--- config.mk ---
export PLATFORM = sky130hd
export DESIGN_NAME = uart_rx_deframe
export DESIGN_NICKNAME = d
export VERILOG_FILES = /design/src/rtl/uart_rx_deframe.sv
export SDC_FILE = /design/constraint.sdc
export NUM_CORES = 1
export LEC_CHECK = 0
export ABC_AREA = 1
export CORE_AREA = 2 2 53 93
export CTS_CLUSTER_DIAMETER = 150
export DETAILED_ROUTE_END_ITERATION = 16
export DIE_AREA = 0 0 55 95
export GPL_TIMING_DRIVEN = 0
export HOLD_SLACK_MARGIN = 0.06
export SETUP_SLACK_MARGIN = 0.2
export SLEW_MARGIN = 20
export SYNTH_ARGS = -nofsm -noshare
export SYNTH_HDL_FRONTEND = slang
export SYNTH_SLANG_ARGS = --single-unit
--- constraint.sdc ---
create_clock -name clock -period 3.9 [get_ports clock]
set_input_delay 0.78 -clock clock [delete_from_list [all_inputs] [get_ports clock]]
set_output_delay 0.78 -clock clock [all_outputs]
set_load 0.01 [all_outputs]
--- src/rtl/uart_rx_deframe.sv ---
// UART receive deframer: 16x oversampled start detection, mid-bit sampling of
// start, 8 data bits (LSB first), optional parity and stop, with held frame fields.
module uart_rx_deframe #(
  parameter int OVERSAMPLE = 16,
  parameter int MID_SAMPLE = OVERSAMPLE / 2 - 1
) (
  input  logic       clock,
  input  logic       reset_n,
  input  logic       baud_tick16,
  input  logic       rx_serial,
  input  logic [1:0] parity_type,
  output logic [7:0] raw_data,
  output logic       parity_bit,
  output logic       start_bit,
  output logic       stop_bit,
  output logic       recieved_flag,
  output logic       rx_busy
);

  localparam int TW = $clog2(OVERSAMPLE);
  localparam logic [TW-1:0] MID_T  = TW'(MID_SAMPLE);
  localparam logic [TW-1:0] LAST_T = TW'(OVERSAMPLE - 1);

  typedef enum logic [2:0] {IDLE, START, DATA, PARITY, STOP} state_t;

  state_t        state_q, state_d;
  logic          sync1_q, rx_s_q;
  logic [TW-1:0] tick_cnt_q, tick_cnt_d;
  logic [2:0]    bit_cnt_q, bit_cnt_d;
  logic          par_en_q, par_en_d;
  logic [7:0]    shift_q, shift_d;
  logic          start_smp_q, start_smp_d;
  logic          par_smp_q, par_smp_d;
  logic [7:0]    raw_data_q, raw_data_d;
  logic          parity_bit_q, parity_bit_d;
  logic          start_bit_q, start_bit_d;
  logic          stop_bit_q, stop_bit_d;
  logic          flag_q, flag_d;
  logic          busy_q, busy_d;
  logic          at_mid, at_last;

  assign at_mid  = (tick_cnt_q == MID_T);
  assign at_last = (tick_cnt_q == LAST_T);

  always_comb begin
    state_d      = state_q;
    tick_cnt_d   = tick_cnt_q;
    bit_cnt_d    = bit_cnt_q;
    par_en_d     = par_en_q;
    shift_d      = shift_q;
    start_smp_d  = start_smp_q;
    par_smp_d    = par_smp_q;
    raw_data_d   = raw_data_q;
    parity_bit_d = parity_bit_q;
    start_bit_d  = start_bit_q;
    stop_bit_d   = stop_bit_q;
    flag_d       = flag_q;
    busy_d       = busy_q;

    if (baud_tick16) begin
      tick_cnt_d = at_last ? '0 : tick_cnt_q + 1'b1;
      case (state_q)
        IDLE: begin
          tick_cnt_d = '0;
          if (!rx_s_q) begin
            state_d  = START;
            par_en_d = ^parity_type;
            flag_d   = 1'b0;
            busy_d   = 1'b1;
          end
        end
        START: begin
          if (at_mid) start_smp_d = rx_s_q;
          if (at_last) begin
            state_d   = DATA;
            bit_cnt_d = '0;
          end
        end
        DATA: begin
          if (at_mid) shift_d = {rx_s_q, shift_q[7:1]};
          if (at_last) begin
            if (bit_cnt_q == 3'd7) state_d = par_en_q ? PARITY : STOP;
            else                   bit_cnt_d = bit_cnt_q + 3'd1;
          end
        end
        PARITY: begin
          if (at_mid)  par_smp_d = rx_s_q;
          if (at_last) state_d   = STOP;
        end
        STOP: begin
          // Published fields change only here, so they stay stable through the next frame.
          if (at_mid) begin
            stop_bit_d   = rx_s_q;
            raw_data_d   = shift_q;
            start_bit_d  = start_smp_q;
            parity_bit_d = par_en_q ? par_smp_q : 1'b1;
            flag_d       = 1'b1;
            busy_d       = 1'b0;
            tick_cnt_d   = '0;
            state_d      = IDLE;
          end
        end
        default: state_d = IDLE;
      endcase
    end
  end

  always_ff @(posedge clock or negedge reset_n) begin
    if (!reset_n) begin
      state_q      <= IDLE;
      sync1_q      <= 1'b1;
      rx_s_q       <= 1'b1;
      tick_cnt_q   <= '0;
      bit_cnt_q    <= '0;
      par_en_q     <= 1'b0;
      shift_q      <= '0;
      start_smp_q  <= 1'b0;
      par_smp_q    <= 1'b1;
      raw_data_q   <= '0;
      parity_bit_q <= 1'b1;
      start_bit_q  <= 1'b0;
      stop_bit_q   <= 1'b1;
      flag_q       <= 1'b0;
      busy_q       <= 1'b0;
    end else begin
      state_q      <= state_d;
      sync1_q      <= rx_serial;
      rx_s_q       <= sync1_q;
      tick_cnt_q   <= tick_cnt_d;
      bit_cnt_q    <= bit_cnt_d;
      par_en_q     <= par_en_d;
      shift_q      <= shift_d;
      start_smp_q  <= start_smp_d;
      par_smp_q    <= par_smp_d;
      raw_data_q   <= raw_data_d;
      parity_bit_q <= parity_bit_d;
      start_bit_q  <= start_bit_d;
      stop_bit_q   <= stop_bit_d;
      flag_q       <= flag_d;
      busy_q       <= busy_d;
    end
  end

  assign raw_data      = raw_data_q;
  assign parity_bit    = parity_bit_q;
  assign start_bit     = start_bit_q;
  assign stop_bit      = stop_bit_q;
  assign recieved_flag = flag_q;
  assign rx_busy       = busy_q;

endmodule

=== Yosys cells after proc, flatten, opt, wreduce, memory -nomap -nowiden ===
Cells that the tools add are included.

* Input port bits: 6
* Bits in registers: 36

* Add/subtract/negate cells: 2
* Muxes and demuxes: 22
* Bitwise gates (word level): 1
* Equality and inequality tests: 14
* Reductions and logical operators: 12

{| class="wikitable"
|+ Operators by type and width
! cell !! count
|-
| 3-bit 2-to-1 mux || 10
|-
| 3-bit case mux with 5 select lines || 1
|-
| 3-bit AND reduction || 5
|-
| 2-bit != test, second input constant || 7
|-
| 4-bit 2-to-1 mux || 2
|-
| 4-bit case mux with 2 select lines || 1
|-
| 7-bit AND reduction || 1
|-
| 3-bit by 2-bit == test with 1-bit output, second input constant || 2
|-
| 3-bit == test, second input constant || 2
|-
| 3-bit case mux with 2 select lines || 1
|-
| 1-bit 2-to-1 mux || 5
|-
| 5-bit AND reduction || 1
|-
| 4-bit by 1-bit adder with 4-bit output, second input constant || 1
|-
| 4-bit by 3-bit == test with 1-bit output, second input constant || 1
|-
| 4-bit == test, second input constant || 1
|-
| 1-bit case mux with 2 select lines || 2
|-
| 4-bit AND reduction || 1
|-
| 2-bit nonzero test || 2
|-
| 3-bit by 1-bit adder with 3-bit output, second input constant || 1
|-
| 3-bit by 1-bit == test with 1-bit output, second input constant || 1
|-
| 3-bit logical NOT || 1
|-
| 2-bit XOR reduction || 1
|-
| 1-bit inverter || 1
|}

=== Longest topological paths before layout ===
* Word-level depth: 4
* Depth in mapped cells: 8
* Depth with buffers taken out: 8

=== Least setup slack after synthesis ===
OpenSTA, ideal clock, no wires.

* Path kind: input -> register
* Start point: input baud_tick16
* End point: register shift_q[5]
* Path buffers: 2
* Stages on the path: 7
* Setup time: 118 ps
* Data required time: 3782 ps
* Path slack: 2280 ps
* Data arrival time: 1502 ps
* Cell sequence: buf_6 > inv_1 > nor2_8 > nand2_4 > buf_6 > nand2_1 > o21ai_2

* Longest elaborated chain between the ends: 1

{| class="wikitable"
|+ RTL lines
! element !! line !! RTL
|-
| start, declared || 9 || <nowiki>input logic baud_tick16,</nowiki>
|-
| 3-bit AND reduction (no source line) || - ||
|-
| end signal, assigned || 132 || <nowiki>shift_q <= shift_d;</nowiki>
|-
| end, declared || 31 || <nowiki>logic [7:0] shift_q, shift_d;</nowiki>
|}

Every way passes these cells.
A chain may end at the register's enable or synchronous reset.

=== Worst setup path in the final report ===
* Start point: register stop_bit_q, in the netlist stop_bit
* End point: output stop_bit

{| class="wikitable"
|+ RTL lines
! element !! line !! RTL
|-
| start, declared || 37 || <nowiki>logic stop_bit_q, stop_bit_d;</nowiki>
|-
| start signal, assigned || 138 || <nowiki>stop_bit_q <= stop_bit_d;</nowiki>
|-
| end, declared || 15 || <nowiki>output logic stop_bit,</nowiki>
|}

No word-level cell between the ends.

==> flow_metrics.env <==
export IMPL_hpwlAfterDp_mm=2.46
export IMPL_cts_max_path_buffers=2
export IMPL_max_stage_delay_ps=530
export IMPL_dp_cells=253
export IMPL_startpoint_type="flip-flop"
export IMPL_ff2ff_path_depth=6
export IMPL_synthCells=183
export IMPL_drtPass1Iterations=4
export IMPL_rsz0062_at_grt="no"
export IMPL_drive_gt1_frac=0.239
export IMPL_grt_usage=0.156
export IMPL_arrival_ps=1350
export IMPL_hold_viol=0
export IMPL_slew_headroom=0.775
export IMPL_maxSlewViolCount=0
export IMPL_utilization=0.462
export IMPL_max_clock_freq_mhz=470
export IMPL_wl_per_cell_microns=12.6
export IMPL_synth_top_cell_by_area="dfrtp_1"
export IMPL_grt_overflow_total=0
export IMPL_multiInputGateArea_sq_um=718
export IMPL_grt_start_max_net_pins=25
export IMPL_ant_nets=0
export IMPL_netlist_top_cells_area="dfrtp_1 45%, nand2_1 12%, o21ai_2 9.1%, dfstp_2 7.5%, inv_1 3.7%"
export IMPL_setup_worst_path_end="stop_bit"
export IMPL_die_area_sq_um=5230
export IMPL_dp_slack_ps=2080
export IMPL_power_mw=1.07
export IMPL_setup_worst_path_start="stop_bit$_DFFE_PN1P_"
export IMPL_critical_path_buf_inv_count=1
export IMPL_via_per_inst=4.85
export IMPL_criticalPathCategory="reg -> out"
export IMPL_postCtsSetupRepairBufs=0
export IMPL_rrSetupSlack_ps=2420
export IMPL_cts_buffers=5
export IMPL_drt_wl_total_mm=3.29
export IMPL_hold_buffers=0
export IMPL_finalSetupViolCount=0
export IMPL_crit_slowest_cell="dfstp_2"
export IMPL_hp_class="reg -> reg"
export IMPL_cp_max_fo=2
export IMPL_drt_initial_drc_count=29
export IMPL_cts_root_buf="clkbuf_8"
export IMPL_yosysWarnings=0
export IMPL_p_clk_frac=0.296
export IMPL_path_delay_family="flip-flops"
export IMPL_sw_frac_of_total=0.341
export IMPL_place_area_sq_um=1990
export IMPL_antenna_found_initial=0
export IMPL_fin_crit_sh=0.546
export IMPL_whs_ps=359
export IMPL_fin_crit_ps=2130
export IMPL_crit_required_ps=3120
export IMPL_max_vdd_ir_drop_uv=324
export IMPL_ys_seq_area_frac=0.521
export IMPL_clkLatencyLatePin_ps=290
export IMPL_clk_pin_slew_ps=70
export IMPL_grt_pass1_vias=1325
export IMPL_cts_sinks=36
export IMPL_path_cells="clkdlybuf4s50_1"
export IMPL_power_switching_uw=366
export IMPL_h_tree_depth=2
export IMPL_synth_avg_cell_area_sq_um=9.52
export IMPL_cts_tree="yes"
export IMPL_leakage_nw=0.998
export IMPL_tightest_slew_ps=335
export IMPL_r2r_end="state_q[0]$_DFFE_PN0P_"
export IMPL_syn_area_sq_um=1740
export IMPL_die_y_microns=95
export IMPL_final_area_sq_um=2100
export IMPL_die_x_microns=55
export IMPL_fin_cells=261
export IMPL_fin_ws_ps=1770
export IMPL_seq_power_share=0.440
export IMPL_dr_total_vias=1267
export IMPL_port_buffers=17
export IMPL_nets=217
export IMPL_crit_cells=1
export IMPL_row_count=33
export IMPL_p_int_uw=708
export IMPL_grt_first_pass_wirelength_mm=5.75
export IMPL_crit_path_end_kind="primary output"
export IMPL_synth_top_cell_area_share=0.445
export IMPL_io_pins=19
export IMPL_area_delta_synth_final_pct=20.5
export IMPL_synth_nets=192
export IMPL_power_frac_comb=0.263
export IMPL_rr_startpoint="tick_cnt_q[0]$_DFFE_PN0P_"
export IMPL_finalSetupTns_ps=0
export IMPL_core_area_sq_um=4540
export IMPL_final_seq_area_sq_um=907
export IMPL_synth_cell_types=25
export IMPL_initial_core_util=0.383
export IMPL_powerDensity_nw_per_um2=511
export IMPL_num_antenna_cells=0
export IMPL_skew_ps=7.69
export IMPL_status="completed"
export IMPL_route_detailed_drc=0
export IMPL_gp_congestion=0.888
export IMPL_drv_cap=0
export IMPL_synth_seq_cells=36
export IMPL_fill_cells=455
export IMPL_cts_repair_resized=0
per-layer routing:
| metal | track usage | routed length [microns] | vias up |
|---|---|---|---|
| met1 | 0.172 | 1330 | 581 |
| met3 | 0.0396 | 82 | 14 |
| met4 | 0.112 | 142 | 0 |
| met2 | 0.249 | 1740 | 25 |
| met5 | 0 | 0 | - |
| li1 | - | - | 647 |
power by group through the flow:
stage               logic (mW)  clock network [mW]  registers (mW)
detailed placement       0.284                   0           0.481
floorplan                0.208                   0           0.469
global placement         0.278                   0           0.479
finish                   0.283               0.318           0.473
global route             0.323               0.354           0.478
CTS                      0.284               0.333           0.473
synth_stat cells:
library cell / count
nand2_1: 55
dfrtp_1: 31
o21ai_2: 18
inv_1: 17
nand3_1: 9
nand4_1: 7
nor2_1: 7
dfstp_2: 5
buf_6: 4
o21ai_0: 4
o21ai_1: 4
ha_1: 3
nand2_2: 3
a21oi_1: 2
inv_2: 2
nand2_4: 2
nor2_4: 2
nand3_2: 1
nand3_4: 1
nand4_2: 1
nor2_8: 1
nor3_1: 1
o21a_1: 1
or2_2: 1
xnor2_1: 1
area by class of cell:
| class | instances | share of cell area |
|---|---|---|
| Sequential cell | 36 | 0.432 |
| Multi-Input combinational cell | 124 | 0.342 |
| Timing Repair Buffer | 18 | 0.0882 |
| Clock buffer | 6 | 0.0346 |
| Inverter | 19 | 0.0340 |
| Tap cell | 52 | 0.0310 |
| Buffer | 4 | 0.0215 |
| Clock inverter | 2 | 0.0167 |
flip-flops by register name, indices dropped and copies added, names as in the netlist, 3 cells and up:
signal,count
raw_data,8
shift_q,8
tick_cnt_q,4
bit_cnt_q,3
state_q,3
how the worst min path moves through the flow:
stage / start / end / slack, ps / cells after the start
floorplan: sync1_q$_DFF_PN1_ / rx_s_q$_DFF_PN1_ / 350 / 0
global placement: sync1_q$_DFF_PN1_ / rx_s_q$_DFF_PN1_ / 350 / 0
detailed placement: sync1_q$_DFF_PN1_ / rx_s_q$_DFF_PN1_ / 350 / 0
CTS: sync1_q$_DFF_PN1_ / rx_s_q$_DFF_PN1_ / 360 / 0
global route: sync1_q$_DFF_PN1_ / rx_s_q$_DFF_PN1_ / 370 / 0
finish: sync1_q$_DFF_PN1_ / rx_s_q$_DFF_PN1_ / 360 / 0
cells by family (layout without fill, tap and decap cells):
logic type | count (synthesis) | in the layout | synth area share
flip-flops | 36 | 36 | 0.521
XOR/XNOR | 1 | 1 | 0.00503
adder cells (fa/ha/maj) | 3 | 3 | 0.0216
AND/OR/NAND/NOR | 91 | 91 | 0.262
buffers and inverters | 23 | 49 | 0.0668
AO/OA/AOI/OAI | 29 | 29 | 0.124
layout by cell type (no fill, tap or decap), types with 2 or more instances in the layout:
cell type        count
a21oi_1              2
buf_6                4
clkbuf_8             5
clkdlybuf4s50_1     16
dfrtp_1             31
dfstp_2              5
ha_1                 3
inv_1               17
inv_2                2
nand2_1             55
nand2_2              3
nand2_4              2
nand3_1              9
nand4_1              7
nor2_1               7
nor2_4               2
o21ai_0              4
o21ai_1              4
o21ai_2             18
Power figures use the tool's default switching activity.
